--- src/rtl/branch_ctrl.sv ---
// Branch-resolution controller for the ID stage: holds a branch until its operands are
// forwardable, evaluates the condition, and issues a registered one-cycle PC redirect.
module branch_ctrl #(
   parameter int MAX_WAIT = 15,
   parameter int CNT_W    = 32
) (
   input  logic             clk,
   input  logic             reset,
   input  logic             br_valid,
   input  logic [2:0]       br_type,
   input  logic [31:0]      br_target,
   input  logic             rs_busy,
   input  logic             rt_busy,
   input  logic             flush,
   input  logic             cmp_eq,
   input  logic             cmp_gtz,
   input  logic             cmp_ltz,
   input  logic             cmp_eqz,
   output logic             stall,
   output logic             redirect,
   output logic [31:0]      redirect_pc,
   output logic             hang,
   output logic [CNT_W-1:0] br_count,
   output logic [CNT_W-1:0] taken_count,
   output logic [CNT_W-1:0] stall_count
);

   typedef enum logic [1:0] {
      IDLE     = 2'd0,
      WAIT     = 2'd1,
      RESOLVED = 2'd2
   } state_t;

   localparam logic [2:0] BT_BEQ  = 3'b000;
   localparam logic [2:0] BT_BNE  = 3'b001;
   localparam logic [2:0] BT_BLEZ = 3'b010;
   localparam logic [2:0] BT_BGTZ = 3'b011;
   localparam logic [2:0] BT_BLTZ = 3'b100;
   localparam logic [2:0] BT_BGEZ = 3'b101;

   localparam logic [7:0] LP_MAX_WAIT = 8'(MAX_WAIT);

   state_t            r_state;
   state_t            w_next_state;
   logic [7:0]        r_wait_cnt;
   logic [7:0]        w_wait_nxt;
   logic              r_redirect;
   logic [31:0]       r_redirect_pc;
   logic              r_hang;
   logic [CNT_W-1:0]  r_br_count;
   logic [CNT_W-1:0]  r_taken_count;
   logic [CNT_W-1:0]  r_stall_count;

   logic              w_need_rt;
   logic              w_busy;
   logic              w_stall;
   logic              w_resolve;
   logic              w_take;

   assign w_need_rt = (br_type == BT_BEQ) | (br_type == BT_BNE);
   assign w_busy    = rs_busy | (w_need_rt & rt_busy);
   assign w_stall   = br_valid & w_busy & ~flush;
   assign w_resolve = br_valid & ~w_busy & ~flush;

   always_comb begin
      w_take = 1'b0;
      case (br_type)
         BT_BEQ:  w_take = cmp_eq;
         BT_BNE:  w_take = ~cmp_eq;
         BT_BLEZ: w_take = cmp_ltz | cmp_eqz;
         BT_BGTZ: w_take = cmp_gtz;
         BT_BLTZ: w_take = cmp_ltz;
         BT_BGEZ: w_take = cmp_gtz | cmp_eqz;
         default: w_take = 1'b0;
      endcase
   end

   // RESOLVED accepts a new branch exactly like IDLE, so only WAIT differs (in wait counting).
   always_comb begin
      w_next_state = IDLE;
      case (r_state)
         IDLE, RESOLVED, WAIT: begin
            if (flush)          w_next_state = IDLE;
            else if (w_resolve) w_next_state = RESOLVED;
            else if (w_stall)   w_next_state = WAIT;
            else                w_next_state = IDLE;
         end
         default: w_next_state = IDLE;
      endcase
   end

   always_comb begin
      w_wait_nxt = 8'd0;
      if (w_stall) begin
         if (r_state == WAIT)
            w_wait_nxt = (r_wait_cnt == 8'hFF) ? 8'hFF : r_wait_cnt + 8'd1;
         else
            w_wait_nxt = 8'd1;
      end
   end

   always_ff @(posedge clk) begin
      if (reset) begin
         r_state    <= IDLE;
         r_wait_cnt <= 8'd0;
         r_hang     <= 1'b0;
      end else begin
         r_state    <= w_next_state;
         r_wait_cnt <= w_wait_nxt;
         if (w_stall && (w_wait_nxt >= LP_MAX_WAIT))
            r_hang <= 1'b1;
      end
   end

   // The target only loads on a taken resolve so redirect_pc stays put while redirect is low.
   always_ff @(posedge clk) begin
      if (reset) begin
         r_redirect    <= 1'b0;
         r_redirect_pc <= 32'd0;
      end else begin
         r_redirect <= w_resolve & w_take;
         if (w_resolve && w_take)
            r_redirect_pc <= br_target;
      end
   end

   always_ff @(posedge clk) begin
      if (reset) begin
         r_br_count    <= '0;
         r_taken_count <= '0;
         r_stall_count <= '0;
      end else begin
         if (w_resolve)
            r_br_count <= r_br_count + CNT_W'(1);
         if (w_resolve && w_take)
            r_taken_count <= r_taken_count + CNT_W'(1);
         if (w_stall)
            r_stall_count <= r_stall_count + CNT_W'(1);
      end
   end

   assign stall       = w_stall;
   assign redirect    = r_redirect;
   assign redirect_pc = r_redirect_pc;
   assign hang        = r_hang;
   assign br_count    = r_br_count;
   assign taken_count = r_taken_count;
   assign stall_count = r_stall_count;

endmodule

--- config.mk ---
export PLATFORM = sky130hd
export DESIGN_NAME = branch_ctrl
export DESIGN_NICKNAME = d
export VERILOG_FILES = /design/src/rtl/branch_ctrl.sv
export SDC_FILE = /design/constraint.sdc
export NUM_CORES = 1
export LEC_CHECK = 0
export CAP_MARGIN = 20
export CORE_MARGIN = 1
export CORE_UTILIZATION = 46
export DETAILED_ROUTE_END_ITERATION = 10
export DONT_BUFFER_PORTS = 1
export SYNTH_ARGS = -nofsm -noshare
export SYNTH_HDL_FRONTEND = slang
export SYNTH_SLANG_ARGS = --single-unit
export TNS_END_PERCENT = 30
--- constraint.sdc ---
create_clock -name clk -period 3.05 [get_ports clk]
set_input_delay 0.7625 -clock clk [delete_from_list [all_inputs] [get_ports clk]]
set_output_delay 0.7625 -clock clk [all_outputs]
set_load 0.02 [all_outputs]
==> results.md, run 1 <==
Run status:
- The run finished with clean final reports.

Worst setup path:
- Walking the worst path, the cells encountered are nand4_1 -> nor4_2 -> nand2_1 -> or4_1 -> a21oi_1.
- Data on the critical path is required at its endpoint by 3390 ps.
- The endpoint kind of the worst setup timing path is a flop.
- In this run the worst path has a maximum fanout of 12.
- The type of the setup path with the least slack is reg -> reg.
- For this design, the slowest cell found on the critical path is sky130_fd_sc_hd__dfxtp_1.
- The worst path arrival time is 2730 ps.
- The element type at the critical path start is a flop.
- The largest stage delay on the critical path is 530 ps.

Clock network:
- The cell at the root of the clock tree is sky130_fd_sc_hd__clkbuf_16.
- The number of buffers inserted to repair setup after CTS is 0.
- The CTS tree is built.
- The CTS H-tree depth is 4.
- Clock latency on the worst-skew pair, taken at its later pin, is between 400 and 500 ps.
- The clock input transition at the sequential cells of the worst setup and hold paths is 60 ps.
- The count of instances resized after the clock tree is built is 0.
- The hold buffer count at cts is 0.
- The clock net in this run drives a total of 140 sinks.
- The maximum number of buffers from clock root to sink is 2.
- In this run, CTS created clock tree buffers numbering 17.

Final layout:
- The number of nets in the finished design is 771.
- The post-route netlist has 7.07% of its cells at a drive strength greater than 1.
- The number of antenna diodes in the final layout is 0.
- The multi-input combinational cell area is 3330 um2.
- The filler cells instantiated in the layout total around 1,200.
- The signed area change from the synthesized netlist to the final layout is 12.6%.
- The register cell area after layout is 2800 um2.

STA:
- The headroom to the max-slew limit is 30.4%.
- The maximum frequency from static timing analysis is 0.417 GHz.
- The transition time at the pin with the least slew margin is 1040 ps.
- The final hold violation count is 0.
- Setup repair after global routing left no endpoint under its margin.
- The final number of max-transition violations was 0.
- The worst hold-check slack is 431 ps.
- Between clock sinks in the finished design, the worst skew comes to around 15 ps.
- The total of endpoints with negative setup slack in the final report is 0.
- The minimum clock period after layout is ~2400 ps.
- For the final routed database, the setup TNS stands at 0 ps.
- The final critical path takes up roughly four fifths of the cycle.

Logic synthesis:
- The area share of the leading cell type in the synthesized netlist is 43.9%.
- Yosys mapped a number of flops with a built-in enable equal to 0.
- Of all flip-flops after synthesis, the portion carrying an async set or reset was 0%.
- The synthesized netlist occupies a cell area of 6380 um2.
- After synthesis, the netlist uses 52 different library cells.
- The register area share after synthesis is 43.9%.
- Synthesis produced ~730 cells.
- The post-synthesis area per instance is 8.72 um2.
- The synthesized design spends more area on one cell type than any other, namely sky130_fd_sc_hd__dfxtp_1.
- During synthesis, Yosys emitted a total of 0 warnings.
- The post-synthesis sequential element count is 140.
- The number of nets handed over by synthesis was 781.
- The main flop type after synthesis is sky130_fd_sc_hd__dfxtp_1.
- By area the synthesized netlist is led by sky130_fd_sc_hd__dfxtp_1 (44%), sky130_fd_sc_hd__nor2_1 (5.8%), sky130_fd_sc_hd__mux2i_1 (5.5%), sky130_fd_sc_hd__xnor2_1 (5.4%), sky130_fd_sc_hd__a21oi_1 (3.8%).

Flow run:
- The max-cap check violation count is 0.

Route:
- The wire length on met3 is about 1200 um.
- The met1 routed wirelength after detailed routing is between 6000 and 7000 um.
- Signal routing reaches up to met4.
- For this run, design rule violations remaining after detail routing come to 0.
- The number of detailed-routing iterations run before antenna repair is 5.
- In this run the remaining antenna-violating nets after routing total 0.
- The detailed-route wire length is between 15,000 and 20,000 um.
- Summing over every cut layer, the via total after detailed routing is 5,362.
- Wire segments on met2 add up to about 7600 um in the final route.
- The wire length per cell is 17.1 um.
- The number of DRC markers after the initial detailed-route iteration is 330.
- In the routed layout, each cell is associated on average with a via count of 5.89.

Global route:
- For this run the aggregate overflow at the end of global routing stands at 0.
- Entering global routing, the biggest net connects 137 pins.
- The initial antenna violation count is 0.
- The first global-routing pass estimated 25,300 um of wire.
- In the global route stage, overall resource usage came out at between 20% and 30%.
- The number of global-route vias before repair was ~5,100.

Floorplan:
- The die is 120 um wide.
- The die height is 120 um.
- Pin placement for this block handled 176 I/O pins.
- In this run the standard cell core region covers approximately 13,000 um2.
- The initialized floorplan defines 42 standard-cell rows.
- The floorplan step defined a die boundary enclosing roughly 14,000 um2.
- The initial standard-cell utilization of the core is 47.6%.

Min path:
- The class of the tightest hold or removal check is in -> reg.

Power and ir drop:
- The cell area power density is 585 nW/um2.
- The peak ir drop on the vdd network is about 0.00035 V.
- The leakage power figure is 2.45 nW.
- Summing internal, switching and leakage power gives about 4.2 mW.

Place:
- Routability-driven placement finished with a final weighted congestion of a little over 0.8.
- The number of input and output port buffers inserted is 0.
- The detailed placement HPWL is 10,600 um.
## flip-flops by register name, summed over array words and instances (netlist names)
| register | count |
|---|---|
| br_count | 32 |
| hang | 1 |
| r_state | 2 |
| r_wait_cnt | 8 |
| redirect | 1 |
| redirect_pc | 32 |
| stall_count | 32 |
| taken_count | 32 |
## routing by layer
metal / vias up / track usage, %
li1: 2613 / -
met1: 2574 / 26.0
met2: 160 / 34.9
met3: 15 / 8.03
met4: 0 / 11.1
met5: - / 0
## cell families after synthesis
group / Yosys count / share of synthesized area [%]
buf+inv: 59 / 3.90
compound gates: 105 / 10.0
simple gates: 333 / 28.1
mux: 38 / 6.02
flops: 140 / 43.9
fa+ha+maj: 4 / 0.784
xor+xnor: 53 / 7.28
## stage by stage
step                      cell area (um2)  instances  utilization [%]  setup WS, ps
final                                7190        911             53.6           655
after global routing                 7190        911             53.6           495
after CTS                            7190        911             53.6           662
after floorplan                      6380        732                -           743
after detailed placement             6540        879             48.8           371
after global placement               6540        879             48.8           379
## worst max-delay path, delay by kind of cell (launching register included)
kind	cells	cell delay, ps
AOI/OAI and AO/OA	1	160
DFF	1	530
and+or+nand+nor	4	1640
## cells in the mapped netlist, drive strengths merged, types with 4 or more instances
master  count
nor2       98
nor2b       9
dfxtp     140
o21ai      22
a21oi      49
ha          4
nand4b     11
and3        6
nand3      40
inv        20
clkbuf     28
and4       10
or3        23
xor2       14
nand2      39
and2        5
or2         4
buf        10
xnor2      39
nor4       19
o41ai      11
nor3       26
o31ai      11
mux2i      35
nand4      21
nand2b      4
or4        12
## path summary, 6_finish.rpt
kind / startpoint / endpoint / slack (ps) / cells past startpoint
max: taken_count[2]$_SDFFE_PP0P_ / taken_count[16]$_SDFFE_PP0P_ / 650 / 5
min: reset / stall_count[6]$_SDFFE_PP0P_ / 430 / 1
max reg2reg: taken_count[2]$_SDFFE_PP0P_ / taken_count[16]$_SDFFE_PP0P_ / 650 / 5
min reg2reg: r_state[0]$_SDFF_PP0_ / r_state[0]$_SDFF_PP0_ / 480 / 1
## placed cells by master, fill, tap and decap left out, drive strengths merged, types with 4 or more instances in the layout
master,count
and4,10
ha,4
nand4b,11
nand2,39
or4,12
nand4,21
or3,23
nor3,26
o41ai,11
and2,5
clkinv,6
dfxtp,140
clkbuf,21
nor2,98
o31ai,11
nor2b,9
or2,4
bufinv,5
mux2i,35
nor4,19
buf,9
inv,20
a21oi,49
xnor2,39
nand3,40
and3,6
xor2,14
nand2b,4
o21ai,22
## power breakdown
group          internal, mW  switching [mW]
registers              1.84          0.0276
clock network          1.49           0.773
logic                0.0312          0.0368
## final cells by class
class | instances | share of cell area (%)
Clock buffer | 21 | 6.41
Clock inverter | 11 | 2.65
Inverter | 21 | 1.10
Multi-Input combinational cell | 533 | 46.3
Sequential cell | 140 | 39.0
Tap cell | 176 | 3.06
Timing Repair Buffer | 9 | 1.46
(Power assumes the default switching activity.)
==> run 2: changes to the inputs <==
Clock period 3.05 ns to 2.35 ns, I/O delays scaled along.
==> run 2 against run 1 <==
Die area unchanged. Via count up 2.3%. Critical path depth unchanged. Wire length grew 1.3%. Register-to-register slack got worse by 470 ps. Setup slack got worse by 470 ps.
==> results.md, run 2 (synthesis gave the netlist of run 1 again) <==
Final layout:
- The signed area change from the synthesized netlist to the final layout is 18.4%.
- The top cell types in the final layout, fill and taps aside, are sky130_fd_sc_hd__dfxtp_1 (140), sky130_fd_sc_hd__nor2_1 (98), sky130_fd_sc_hd__buf_4 (65).
- After the last flow step, the layout net total stands at 831.
- The leading cell type in the layout, fill and taps excluded is sky130_fd_sc_hd__dfxtp_1.
- The fraction of final layout cells sized beyond drive strength 1 is between 10% and 20%.
- The final instance area is 7550 um2.
- The number of antenna diodes in the final layout is 0.

STA:
- For the pin with the worst max-slew slack, the measured transition is 503 ps.
- Based on the critical path, the design can be clocked at up to 0.463 GHz.
- The total negative setup slack is 0 ps.
- Setup repair after global routing left no endpoint under its margin.
- Dividing the final minimum period by the clock period gives 92.0%.
- The total of endpoints with negative setup slack in the final report is 0.
- The final number of max-transition violations is 0.
- The smallest clock period supported by the final layout is computed as 2160 ps.
- The final hold violation count was 0.
- The clock tree skew after final layout is just over 7 ps.
- The headroom to the max-slew limit is 66.5%.

Worst setup path:
- The type of the setup path with the least slack is reg -> reg.
- The number of buffers and inverters on the critical path is 0.
- The critical path goes through nand4_1 -> or2_1 -> nand2b_1 -> nor4_1 -> mux2_1.
- The largest stage delay on the critical path is 520 ps.
- The worst path arrival time is 2460 ps.
- In this run the worst path has a maximum fanout of 9.
- The worst setup path is launched from a flop.
- The slowest stage of the critical path is the sky130_fd_sc_hd__dfxtp_1 cell.
- The critical path's top delay family is simple AND/OR/NAND/NOR gates.
- The endpoint kind of the worst setup timing path is a flop.
- The endpoint required time on the critical path is 2650 ps.

Floorplan:
- The top-level I/O count is 176.
- The site row count is 42.
- The area of the placeable core is between 10,000 and 15,000 um2.
- The die covers 14,300 um2.
- The horizontal extent of the die is about 120 um.
- From bottom edge to top edge, the die measures 120 um.
- The initial standard-cell utilization of the core is ~48%.

Route:
- In the final routed layout, each cell accounts on average for ~16 um.
- The detailed-route vias per instance is 5.66.
- For this run, the detailed router's first-pass iteration total came to 4.
- Once detail routing completed, the nets flagged for antenna violations numbered 0.
- The overall via count from detail_route is approximately 5,500.
- The detailed-route wire length is about 16,000 um.
- The number of DRC markers after the initial detailed-route iteration is 378.
- For this run, design rule violations remaining after detail routing come to 0.

Global route:
- The number of global-route vias before repair is approximately 5,300.
- Global routing used 22.3% of the available tracks.
- The first global-routing pass estimated 25,600 um of wire.
- Entering global routing, the biggest net connects 137 pins.
- The initial antenna violation count is 0.
- Global routing finished with a remaining overflow of 0.

Place:
- The placed instances occupy a cell area of 7000 um2.
- The number of input and output port buffers inserted is 0.
- The congestion estimate from routability-driven global placement came to 0.856.
- The detailed placement HPWL is 11,100 um.

Clock network:
- The sink count of the clock tree is 140.
- The clock input transition at the sequential cells of the worst setup and hold paths is 60 ps.
- The tree is rooted in a sky130_fd_sc_hd__clkbuf_16.
- The worst-skew pair later-pin latency is roughly 420 ps.
- TritonCTS built the clock tree.
- After clock tree synthesis, the flow added hold-fix buffers numbering 0.
- CTS built an H-tree with a depth of 4.
- The maximum number of buffers from clock root to sink is 2.
- The number of clock buffers inserted by TritonCTS is 17.
- The count of instances resized after the clock tree is built is 0.
- The number of buffers inserted to repair setup after CTS is 0.

Run status:
- The run finished with clean final reports.

Power and ir drop:
- The peak ir drop on the vdd network is just over 0.0004 V.
- In this run the power density over the cells is roughly 660 nW/um2.
- Summed over all cells, the static leakage comes to 2.72 nW.

Min path:
- The class of the tightest hold or removal check is in -> reg.

Flow run:
- The max-cap check violation count is 0.
## run 2: path summary, 6_finish.rpt
kind	start	end	slack, ps	depth (start not counted)
setup / recovery	taken_count[15]$_SDFFE_PP0P_	taken_count[19]$_SDFFE_PP0P_	190	5
setup reg to reg	taken_count[15]$_SDFFE_PP0P_	taken_count[19]$_SDFFE_PP0P_	190	5
hold / removal	reset	stall_count[6]$_SDFFE_PP0P_	250	1
hold reg to reg	r_state[0]$_SDFF_PP0_	r_state[0]$_SDFF_PP0_	460	1
## run 2: cell type report
type | instances | area [um2]
Fill cell | 1248 | 5850
Clock inverter | 10 | 92.6
Inverter | 21 | 78.8
Clock buffer | 21 | 460
Timing Repair Buffer | 69 | 568
Sequential cell | 140 | 2800
Tap cell | 176 | 220
Multi-Input combinational cell | 533 | 3330
## run 2: per-layer routing
metal	share of wire [%]	up-vias	global-route usage, %
met4	1.6	0	8.98
met2	49	155	36.7
li1	-	2725	-
met5	0	-	0
met1	41	2584	25.5
met3	8.9	24	9.17
## run 2: power breakdown
part	leakage [nW]	switching, mW	internal (mW)
Clock	0.273	0.990	1.50
Combinational	1.32	0.0540	0.0482
Sequential	1.13	0.0298	2.39
## run 2: through the flow
step,util [%],hold WS (ps),instances,setup WS [ps],power (mW)
2_1_floorplan,-,428,732,218,2.58
3_3_place_gp,52.2,435,939,130,2.57
3_5_place_dp,52.2,442,939,76.8,2.58
4_1_cts,56.3,225,970,176,5.06
5_1_grt,56.3,227,970,44.6,5.17
6_report,56.3,247,970,188,5.02
